--- src/rtl/alu_sweep_gen_pkg.sv ---
// ============================================================================
// Module : alu_sweep_gen_pkg
// Brief  : ALU operation codes, flag indices and sweep FSM encoding.
// Rev    : 1.0  initial release
// ============================================================================
`default_nettype none

package alu_sweep_gen_pkg;

  localparam int C_ALU_OPER_WIDTH  = 4;
  localparam int C_ALU_NUM_OPERS   = 13;
  localparam int C_PROC_FLAG_WIDTH = 4;

  typedef enum logic [C_ALU_OPER_WIDTH-1:0] {
    OPER_ADD = 4'd0,
    OPER_ADC = 4'd1,
    OPER_SUB = 4'd2,
    OPER_SBC = 4'd3,
    OPER_AND = 4'd4,
    OPER_OR  = 4'd5,
    OPER_XOR = 4'd6,
    OPER_NOT = 4'd7,
    OPER_LSL = 4'd8,
    OPER_LSR = 4'd9,
    OPER_ASR = 4'd10,
    OPER_ROL = 4'd11,
    OPER_ROR = 4'd12
  } alu_oper_e;

  localparam int C_FLAG_C = 0;
  localparam int C_FLAG_Z = 1;
  localparam int C_FLAG_N = 2;
  localparam int C_FLAG_V = 3;

  // Operations that consume carry-in and therefore sweep it as an extra vector bit.
  localparam logic [C_ALU_NUM_OPERS-1:0] C_ALU_CARRY_OPER_MASK =
    (C_ALU_NUM_OPERS'(1) << OPER_ADC) | (C_ALU_NUM_OPERS'(1) << OPER_SBC);

  localparam logic [1:0] C_ST_IDLE  = 2'd0;
  localparam logic [1:0] C_ST_SWEEP = 2'd1;
  localparam logic [1:0] C_ST_DONE  = 2'd2;

endpackage

`default_nettype wire

--- src/rtl/alu_sweep_gen_sig_misr.sv ---
// ============================================================================
// Module : sig_misr
// Brief  : Multiple-input signature register compacting one data word per enable.
// Rev    : 1.0  initial release
// ============================================================================
`default_nettype none

module sig_misr #(
  parameter int                   SIG_WIDTH = 16,
  parameter logic [SIG_WIDTH-1:0] SIG_POLY  = 16'h1021,
  parameter logic [SIG_WIDTH-1:0] SIG_SEED  = 16'hFFFF
) (
  input  logic                 clk,
  input  logic                 rst_n,
  input  logic                 clear,
  input  logic                 enable,
  input  logic [SIG_WIDTH-1:0] din,
  output logic [SIG_WIDTH-1:0] sig
);

  logic [SIG_WIDTH-1:0] r_sig;
  logic [SIG_WIDTH-1:0] w_sig_next;

  always_comb begin
    w_sig_next = {r_sig[SIG_WIDTH-2:0], 1'b0}
               ^ (r_sig[SIG_WIDTH-1] ? SIG_POLY : '0)
               ^ din;
  end

  always_ff @(posedge clk or negedge rst_n) begin
    if (!rst_n) begin
      r_sig <= SIG_SEED;
    end else if (clear) begin
      r_sig <= SIG_SEED;
    end else if (enable) begin
      r_sig <= w_sig_next;
    end
  end

  assign sig = r_sig;

endmodule

`default_nettype wire

--- src/rtl/alu_sweep_gen.sv ---
// ============================================================================
// Module : alu_sweep_gen
// Brief  : Exhaustive ALU stimulus sweeper with MISR result compaction.
// Rev    : 1.0  initial release
// ============================================================================
`default_nettype none

module alu_sweep_gen
  import alu_sweep_gen_pkg::*;
#(
  parameter int                   DATA_WIDTH      = 8,
  parameter int                   B_SWEEP_BITS    = 2,
  parameter int                   OPER_WIDTH      = C_ALU_OPER_WIDTH,
  parameter int                   NUM_OPERS       = C_ALU_NUM_OPERS,
  parameter logic [NUM_OPERS-1:0] CARRY_OPER_MASK = NUM_OPERS'(C_ALU_CARRY_OPER_MASK),
  parameter int                   FLAG_WIDTH      = C_PROC_FLAG_WIDTH,
  parameter int                   CARRY_BIT       = C_FLAG_C,
  parameter int                   SIG_WIDTH       = 16,
  parameter logic [SIG_WIDTH-1:0] SIG_POLY        = 16'h1021,
  parameter logic [SIG_WIDTH-1:0] SIG_SEED        = 16'hFFFF,
  parameter int                   CNT_WIDTH       = 32
) (
  input  logic                  master_clk,
  input  logic                  rst_n,
  input  logic                  start,
  input  logic                  abort,
  input  logic [NUM_OPERS-1:0]  oper_mask,
  output logic [OPER_WIDTH-1:0] alu_oper,
  output logic [DATA_WIDTH-1:0] alu_a_in,
  output logic [DATA_WIDTH-1:0] alu_b_in,
  output logic [FLAG_WIDTH-1:0] alu_flags_in,
  input  logic [DATA_WIDTH-1:0] alu_out,
  input  logic [FLAG_WIDTH-1:0] alu_flags_out,
  output logic                  busy,
  output logic                  done,
  output logic [SIG_WIDTH-1:0]  signature,
  output logic [CNT_WIDTH-1:0]  vec_count
);

  localparam int C_VEC_W = DATA_WIDTH + B_SWEEP_BITS + 1;

  logic [1:0]              r_state;
  logic [1:0]              w_state_next;
  logic [NUM_OPERS-1:0]    r_remaining;
  logic [OPER_WIDTH-1:0]   r_oper;
  logic [DATA_WIDTH-1:0]   r_a;
  logic [B_SWEEP_BITS-1:0] r_b_lo;
  logic                    r_c;
  logic [CNT_WIDTH-1:0]    r_vec_count;

  logic                    w_accept;
  logic                    w_advance;
  logic                    w_carry_en;
  logic [C_VEC_W-1:0]      w_vec;
  logic [C_VEC_W-1:0]      w_vec_inc;
  logic                    w_vec_last;
  logic [DATA_WIDTH-1:0]   w_a_next;
  logic [B_SWEEP_BITS-1:0] w_b_next;
  logic                    w_c_next;
  logic [NUM_OPERS-1:0]    w_rem_after;
  logic [NUM_OPERS-1:0]    w_pick_src;
  logic                    w_pick_any;
  logic [OPER_WIDTH-1:0]   w_pick_idx;

  assign w_accept  = start && !abort && ((r_state == C_ST_IDLE) || (r_state == C_ST_DONE));
  assign w_advance = (r_state == C_ST_SWEEP) && !abort;

  // Vector counter is {a, b_lo, c}; non-carry opers drop c and count {a, b_lo}.
  always_comb begin
    w_carry_en = 1'b0;
    for (int i = 0; i < NUM_OPERS; i++) begin
      if (r_oper == OPER_WIDTH'(i)) w_carry_en = CARRY_OPER_MASK[i];
    end
    w_vec      = w_carry_en ? {r_a, r_b_lo, r_c} : {1'b0, r_a, r_b_lo};
    w_vec_last = w_carry_en ? (&w_vec) : (&w_vec[C_VEC_W-2:0]);
    w_vec_inc  = w_vec + C_VEC_W'(1);
    if (w_carry_en) begin
      w_a_next = w_vec_inc[C_VEC_W-1 -: DATA_WIDTH];
      w_b_next = w_vec_inc[B_SWEEP_BITS:1];
      w_c_next = w_vec_inc[0];
    end else begin
      w_a_next = w_vec_inc[C_VEC_W-2 -: DATA_WIDTH];
      w_b_next = w_vec_inc[B_SWEEP_BITS-1:0];
      w_c_next = 1'b0;
    end
  end

  // Lowest-set-bit finder: the start mask on acceptance, else what remains after this oper.
  always_comb begin
    for (int i = 0; i < NUM_OPERS; i++) begin
      w_rem_after[i] = r_remaining[i] && (r_oper != OPER_WIDTH'(i));
    end
    w_pick_src = (r_state == C_ST_SWEEP) ? w_rem_after : oper_mask;
    w_pick_any = |w_pick_src;
    w_pick_idx = '0;
    for (int i = NUM_OPERS - 1; i >= 0; i--) begin
      if (w_pick_src[i]) w_pick_idx = OPER_WIDTH'(i);
    end
  end

  always_ff @(posedge master_clk or negedge rst_n) begin
    if (!rst_n) begin
      r_state <= C_ST_IDLE;
    end else begin
      r_state <= w_state_next;
    end
  end

  always_comb begin
    w_state_next = r_state;
    if (abort) begin
      w_state_next = C_ST_IDLE;
    end else begin
      case (r_state)
        C_ST_IDLE, C_ST_DONE: begin
          if (start) w_state_next = w_pick_any ? C_ST_SWEEP : C_ST_DONE;
        end
        C_ST_SWEEP: begin
          if (w_vec_last && !w_pick_any) w_state_next = C_ST_DONE;
        end
        default: w_state_next = C_ST_IDLE;
      endcase
    end
  end

  always_comb begin
    busy = (r_state == C_ST_SWEEP);
    done = (r_state == C_ST_DONE);
  end

  always_ff @(posedge master_clk or negedge rst_n) begin
    if (!rst_n) begin
      r_remaining <= '0;
      r_oper      <= '0;
      r_a         <= '0;
      r_b_lo      <= '0;
      r_c         <= 1'b0;
      r_vec_count <= '0;
    end else if (w_accept) begin
      r_remaining <= oper_mask;
      r_vec_count <= '0;
      if (w_pick_any) begin
        r_oper <= w_pick_idx;
        r_a    <= '0;
        r_b_lo <= '0;
        r_c    <= 1'b0;
      end
    end else if (w_advance) begin
      if (r_vec_count != '1) r_vec_count <= r_vec_count + CNT_WIDTH'(1);
      if (w_vec_last) begin
        r_remaining <= w_rem_after;
        // With nothing left the last vector stays on the ALU inputs.
        if (w_pick_any) begin
          r_oper <= w_pick_idx;
          r_a    <= '0;
          r_b_lo <= '0;
          r_c    <= 1'b0;
        end
      end else begin
        r_a    <= w_a_next;
        r_b_lo <= w_b_next;
        r_c    <= w_c_next;
      end
    end
  end

  assign alu_oper  = r_oper;
  assign alu_a_in  = r_a;
  assign alu_b_in  = DATA_WIDTH'(r_b_lo);
  assign vec_count = r_vec_count;

  for (genvar g = 0; g < FLAG_WIDTH; g++) begin : g_flags_in
    if (g == CARRY_BIT) begin : g_carry
      assign alu_flags_in[g] = r_c;
    end else begin : g_zero
      assign alu_flags_in[g] = 1'b0;
    end
  end

  sig_misr #(
    .SIG_WIDTH (SIG_WIDTH),
    .SIG_POLY  (SIG_POLY),
    .SIG_SEED  (SIG_SEED)
  ) u_sig_misr (
    .clk    (master_clk),
    .rst_n  (rst_n),
    .clear  (w_accept),
    .enable (w_advance),
    .din    (SIG_WIDTH'({alu_flags_out, alu_out})),
    .sig    (signature)
  );

endmodule

`default_nettype wire

--- config.mk ---
export PLATFORM = sky130hd
export DESIGN_NAME = alu_sweep_gen
export DESIGN_NICKNAME = d
export VERILOG_FILES = /design/src/rtl/alu_sweep_gen_pkg.sv /design/src/rtl/alu_sweep_gen_sig_misr.sv /design/src/rtl/alu_sweep_gen.sv
export SDC_FILE = /design/constraint.sdc
export NUM_CORES = 1
export LEC_CHECK = 0
export CAP_MARGIN = 10
export CELL_PAD_IN_SITES_DETAIL_PLACEMENT = 0
export CELL_PAD_IN_SITES_GLOBAL_PLACEMENT = 1
export CORE_MARGIN = 8
export CORE_UTILIZATION = 35
export DETAILED_ROUTE_END_ITERATION = 7
export PLACE_DENSITY = 0.8
export SLEW_MARGIN = 5
export SYNTH_ARGS = -nofsm -noshare
export SYNTH_HDL_FRONTEND = slang
export SYNTH_HIERARCHICAL = 1
export SYNTH_SLANG_ARGS = --single-unit
--- constraint.sdc ---
create_clock -name master_clk -period 2.5 [get_ports master_clk]
set_input_delay 0.5 -clock master_clk [delete_from_list [all_inputs] [get_ports master_clk]]
set_output_delay 0.5 -clock master_clk [all_outputs]
set_load 0.05 [all_outputs]
Yosys cells after proc, flatten, opt, wreduce, memory -nomap -nowiden
Cells that the tools add are included. Widths: inputs -> output; s select.

Flip-flop bits (word level): 78. Bits in latches: 0. Memory bits (writable): 0. Bits in read-only memories: 0. Input bits: 29. Output and inout bits: 74. Word-level logic and storage cells: 134. Memories kept: 0.

$add $sub $neg: 2. Multiply operators: 0. Div/mod/pow operators: 0. Magnitude comparators: 0. Equality and inequality tests: 29. Shifts and indexed selects: 0. Muxes and demuxes: 61. Bitwise logic cells: 2. Reductions and logical operators: 32.

Operators by type and width (number): $mux 32 (3); $mux 4 (17); $mux 13 (5); $mux 8 (5); $add 32x1->32 const B (1); $mux 16 (2); $ne 32x32->1 const B (1); $eq 4x4->1 const B (5); $ne 4x4->1 const B (5); $mux 1 (18); $mux 2 (9); $logic_and 1x1->1 (17); $eq 4x3->1 const B (4); $ne 4x3->1 const B (4); $xor 16x12->16 (1); $xor 16x16->16 (1); $reduce_or 13->1 (1); $add 11x1->11 const B (1); $mux 11 (1); $reduce_and 11->1 (1); $reduce_and 10->1 (1); $eq 4x2->1 const B (2); $ne 4x2->1 const B (2); $reduce_and 2->1 (3); 13 further kinds (16).

Logic depth before layout (Yosys ltp)
Depth after elaboration: 20. Depth in mapped cells: 13.

Modules after synthesis
Netlist, hierarchy kept.

Modules (own cells, without submodules): alu_sweep_gen (instances 1, cells an instance 458, area an instance 3973.8 um^2, sequential area each 1551.5 um^2); sig_misr (instances 1, cells an instance 69, area an instance 855.8 um^2, sequential area each 420.4 um^2).

Least setup slack after synthesis
OpenSTA, ideal clock, no wires.

Path kind: register to register. Start: register r_oper[0] (netlist: alu_oper[0]). End: register r_remaining[6]. Arrival: 2868 ps. Required time: 2379 ps. Slack: -489 ps. Cell stages (with the launch flop): 14. Buffers on the path: 3. Clock period less this slack: 2989 ps. Cell sequence: dfrtp_1 > buf_6 > buf_2 > nor3b_2 > nand2_1 > nand2_1 > ha_1 > nand3_1 > nor4_2 > nor2_1 > nor2_2 > buf_2 > nand2_1 > a22o_1.

Longest elaborated chain between the ends: 18.

Ends and longest elaborated chain: start: declaration (line alu_sweep_gen.sv:45) `logic [OPER_WIDTH-1:0] r_oper;`; start signal: assignment (line alu_sweep_gen.sv:143) `r_oper <= w_pick_idx;`; start signal: assignment (line alu_sweep_gen.sv:154) `r_oper <= w_pick_idx;`; $eq 4x1->1 (line alu_sweep_gen.sv:72) `if (r_oper == OPER_WIDTH'(i)) w_carry_en = CARRY_OPER_MASK[i];`; $mux 1 (12 in series) (line alu_sweep_gen.sv:72); $mux 11 (line alu_sweep_gen.sv:74) `w_vec = w_carry_en ? {r_a, r_b_lo, r_c} : {1'b0, r_a, r_b_lo};`; $reduce_and 11->1 / $reduce_and 10->1 (equally long branches) (line alu_sweep_gen.sv:75) `w_vec_last = w_carry_en ? (&w_vec) : (&w_vec[C_VEC_W-2:0]);`; $mux 1 (line alu_sweep_gen.sv:75); $reduce_bool 2->1 (no source line); $reduce_and 2->1 (no source line); end signal: assignment (line alu_sweep_gen.sv:140) `r_remaining <= oper_mask;`; end signal: assignment (line alu_sweep_gen.sv:151) `r_remaining <= w_rem_after;`; end: declaration (line alu_sweep_gen.sv:44) `logic [NUM_OPERS-1:0] r_remaining;`.

Parallel ways exist; a longest one is shown, timed or not. The select of a mux whose other input is x is not followed. A chain may end at the register's enable or synchronous reset.

Worst setup path in the final report
Start: register r_oper[0] (netlist: alu_oper[0]). End: register r_oper[1] (netlist: alu_oper[1]).

Longest elaborated chain between the ends: 19.

Ends and longest elaborated chain: parallel branches: the longest is 19 deep, another holds $eq 4x1->1.

Parallel ways; which one is timed is not known. The select of a mux whose other input is x is not followed.

==> results.sh <==
export IMPL_yosys_warnings=6
export IMPL_postLayoutCoreUtil_pct=49.03
export IMPL_hold_class="primary input to asynchronous set/reset pin"
export IMPL_critPathKind="flip-flop to flip-flop"
export IMPL_routedWlPerCell_um=16.35
export IMPL_total_power_mw=6.149
export IMPL_maxSlewViolCount=0
export IMPL_grt_remaining_overflow=0
export IMPL_switching_share_pct=40.07
export IMPL_cp_top_family="multiplexers"
export IMPL_drt_iter0_drc=236
export IMPL_setup_viol=0
export IMPL_syn_inst=527
export IMPL_netlist_area_um2=4830
export IMPL_p_leak_nw=2.804
export IMPL_initial_utilization_pct=35.34
export IMPL_rrSetupSlack_ns=0.14
export IMPL_crit_arrival_ns=2.59
export IMPL_grt_pass1_vias=4553
export IMPL_critPathMaxStageDelay_ns=0.42
export IMPL_cts_buffers=9
export IMPL_p_sw_mw=2.464
export IMPL_die_h_um=133.5
export IMPL_ys_seq_area_share_pct=40.83
export IMPL_post_route_period_util_pct=94.39
export IMPL_worst_path_most_repeated_cell="mux2_2"
export IMPL_rows=43
export IMPL_area_growth_pct=38.73
export IMPL_vias_per_cell=5.243
export IMPL_crit_chain="buf_12, mux2_2, o32a_1, nor4b_4, o211ai_2, nand2_2, mux2_2"
export IMPL_required_ns=2.73
export IMPL_dieArea_um2=17810
export IMPL_syn_avg_cell_area_um2=9.164
export IMPL_hpwlAfterDp_um=10290
export IMPL_postRouteAntennaNets=0
export IMPL_drt_first_pass_iters=4
export IMPL_io_pin_count=103
export IMPL_top_usage_layer="met2"
export IMPL_setup_worst_path_end_class="flip-flop"
export IMPL_use_met3_pct=3.502
export IMPL_portBuffers=93
export IMPL_drcViolationCount=0
export IMPL_synth_top_cell_area_share_pct=32.12
export IMPL_path_max_fanout=17
export IMPL_synth_async_sr_flop_share_pct=100.0
export IMPL_cts_hold_buffers=0
export IMPL_worstSkewPairLatency_ns=0.34
export IMPL_grt_usage_pct=15.91
export IMPL_r2r_start="alu_oper[0]$_DFFE_PN0P_"
export IMPL_post_route_min_period_ns=2.360
export IMPL_yosys_cell_types_count=72
export IMPL_crit_buf_inv=1
export IMPL_skew_ns=0.006817
export IMPL_synth_area_leader_cell="dfrtp_1"
export IMPL_gp_congestion=0.9018
export IMPL_grt_start_max_net_pins=41
export IMPL_powerDensity_nw_per_um2=917.8
export IMPL_core_um2=13670
export IMPL_startpoint="alu_oper[0]$_DFFE_PN0P_"
export IMPL_synth_edf_count=0
export IMPL_maxCapViolCount=0
export IMPL_htree_num_levels=3
export IMPL_ys_top_cells_by_count="dfrtp_1, nor2_1, nand2_1"
export IMPL_clock_fmax_mhz=423.8
export IMPL_rsz0062_at_grt="no"
export IMPL_tritoncts="done"
export IMPL_p_comb_share_pct=44.8
export IMPL_pwr_share_clk_pct=24.1
export IMPL_clock_path_buffers=2
export IMPL_drive_above_1_share_pct=18.40
export IMPL_peakVddDrop_mv=0.6732
export IMPL_crit_slowest_cell="dfrtp_2"
export IMPL_dr_total_vias=4420
export IMPL_use_met2_pct=25.13
export IMPL_worstSetupStartpointType="flip-flop"
export IMPL_fin_nets=690
export IMPL_synth_area_leaders="dfrtp_1, dfstp_2, a211o_1"
export IMPL_power_frac_seq_pct=31.1
export IMPL_slew_headroom_pct=63.99
export IMPL_routed_wl_um=13790
export IMPL_clock_sinks=78
export IMPL_met1_usage_pct=20.74
export IMPL_fp_dieW_um=133.5
export IMPL_synthFlopType="dfrtp_1"
export IMPL_grt_pass1_wl_um=23210
export IMPL_worst_pin_slew_ns=0.5385
export IMPL_synth_seq_cells=78
export IMPL_hold_violations=0
export IMPL_root_buffer="clkbuf_16"
export IMPL_antenna_found_initial=0
export IMPL_synth_most_common_cell="dfrtp_1"
export IMPL_status="finished, final reports clean"
export IMPL_p_int_mw=3.685
export IMPL_path_clk_slew_ns=0.06
export IMPL_antenna_cells=0
## cell type report
cell class / count / area [um^2]
clock buffers: 10 / 229.0
clock inverters: 5 / 98.84
fillers: 1298 / 6965
inverters: 14 / 52.55
multi-input cells: 410 / 2723
flip-flops and latches: 78 / 1976
well taps: 180 / 225.2
repair buffers: 146 / 1396
## layout by cell type, fill, tap and decap left out, drive strengths merged, types with 13 or more instances in the layout
master / instances
dfrtp: 62
xnor2: 13
nor2b: 18
inv: 14
nor3: 15
clkdlybuf4s50: 90
conb: 13
nor2: 51
buf: 56
and3: 14
o21ai: 20
nand3: 19
a21oi: 36
dfstp: 16
nand2: 38
xor2: 22
a211o: 25
## state kept, by name, summed over array words and instances, names as in the netlist
| signal | flops |
|---|---|
| vec_count | 32 |
| u_sig_misr/sig | 16 |
| r_remaining | 13 |
| alu_a_in | 8 |
| alu_oper | 4 |
| r_b_lo | 2 |
| r_state | 2 |
| r_c | 1 |
## power by group through the flow
stage	combinational (mW)	sequential, mW	clock (mW)
2_1_floorplan	1.35	2.44	0
3_3_place_gp	2.73	1.91	0
3_5_place_dp	2.76	1.93	0
4_1_cts	2.77	1.91	1.53
5_1_grt	2.97	1.96	1.57
6_report	2.75	1.91	1.48
## cell families (layout without fill, tap and decap cells)
| kind of cell | count (synthesis) | count (layout) | synth area share, % |
|---|---|---|---|
| buffers and inverters | 51 | 175 | 5.363 |
| adder cells (fa/ha/maj) | 2 | 2 | 0.5181 |
| multiplexers | 11 | 11 | 2.409 |
| XOR/XNOR | 37 | 37 | 7.332 |
| AO/OA/AOI/OAI | 130 | 130 | 18.94 |
| other | 1 | 13 | 0.07765 |
| flip-flops | 78 | 78 | 40.83 |
| AND/OR/NAND/NOR | 217 | 217 | 24.53 |
## metrics by stage
stage	setup TNS [ns]	area (um^2)	hold WS, ns	setup WS (ns)	instances
after detailed placement	-2.000	6366	0.4575	-0.1256	828
after global routing	0	6700	0.09941	0.03027	843
final	0	6700	0.07705	0.1404	843
after floorplan	-2.343	4984	0.2044	-0.1808	539
after CTS	0	6694	0.08482	0.03552	843
after global placement	-1.331	6366	0.4531	-0.1190	828
## final timing paths
path / to / cells past startpoint
max: alu_oper[1]$_DFFE_PN0P_ / 7
min in group master_clk: r_remaining[12]$_DFFE_PN0P_ / 1
max reg2reg: alu_oper[1]$_DFFE_PN0P_ / 7
max in group asynchronous: alu_oper[2]$_DFFE_PN0P_ / 2
min reg2reg: r_remaining[12]$_DFFE_PN0P_ / 1
min: vec_count[17]$_DFFE_PN0P_ / 1
## worst reg2reg max path: stages (launching register included)
cell and delay [ns]:
dfrtp_2 0.42, buf_12 0.16, mux2_2 0.35, o32a_1 0.36
nor4b_4 0.33, o211ai_2 0.18, nand2_2 0.11, mux2_2 0.32
## what timing repair did
action	in CTS	in global routing
endpoints found under the setup margin	0	17
gates resized for setup	0	1
buffers inserted	0	0
## metal layers
| layer | share of wire, % | routed length, um |
|---|---|---|
| met1 | 47 | 6436 |
| met2 | 47 | 6507 |
| met4 | 1.5 | 211 |
| met3 | 4.6 | 630 |
| met5 | 0 | 0 |
No activity file was read; power rests on OpenSTA's default activity.
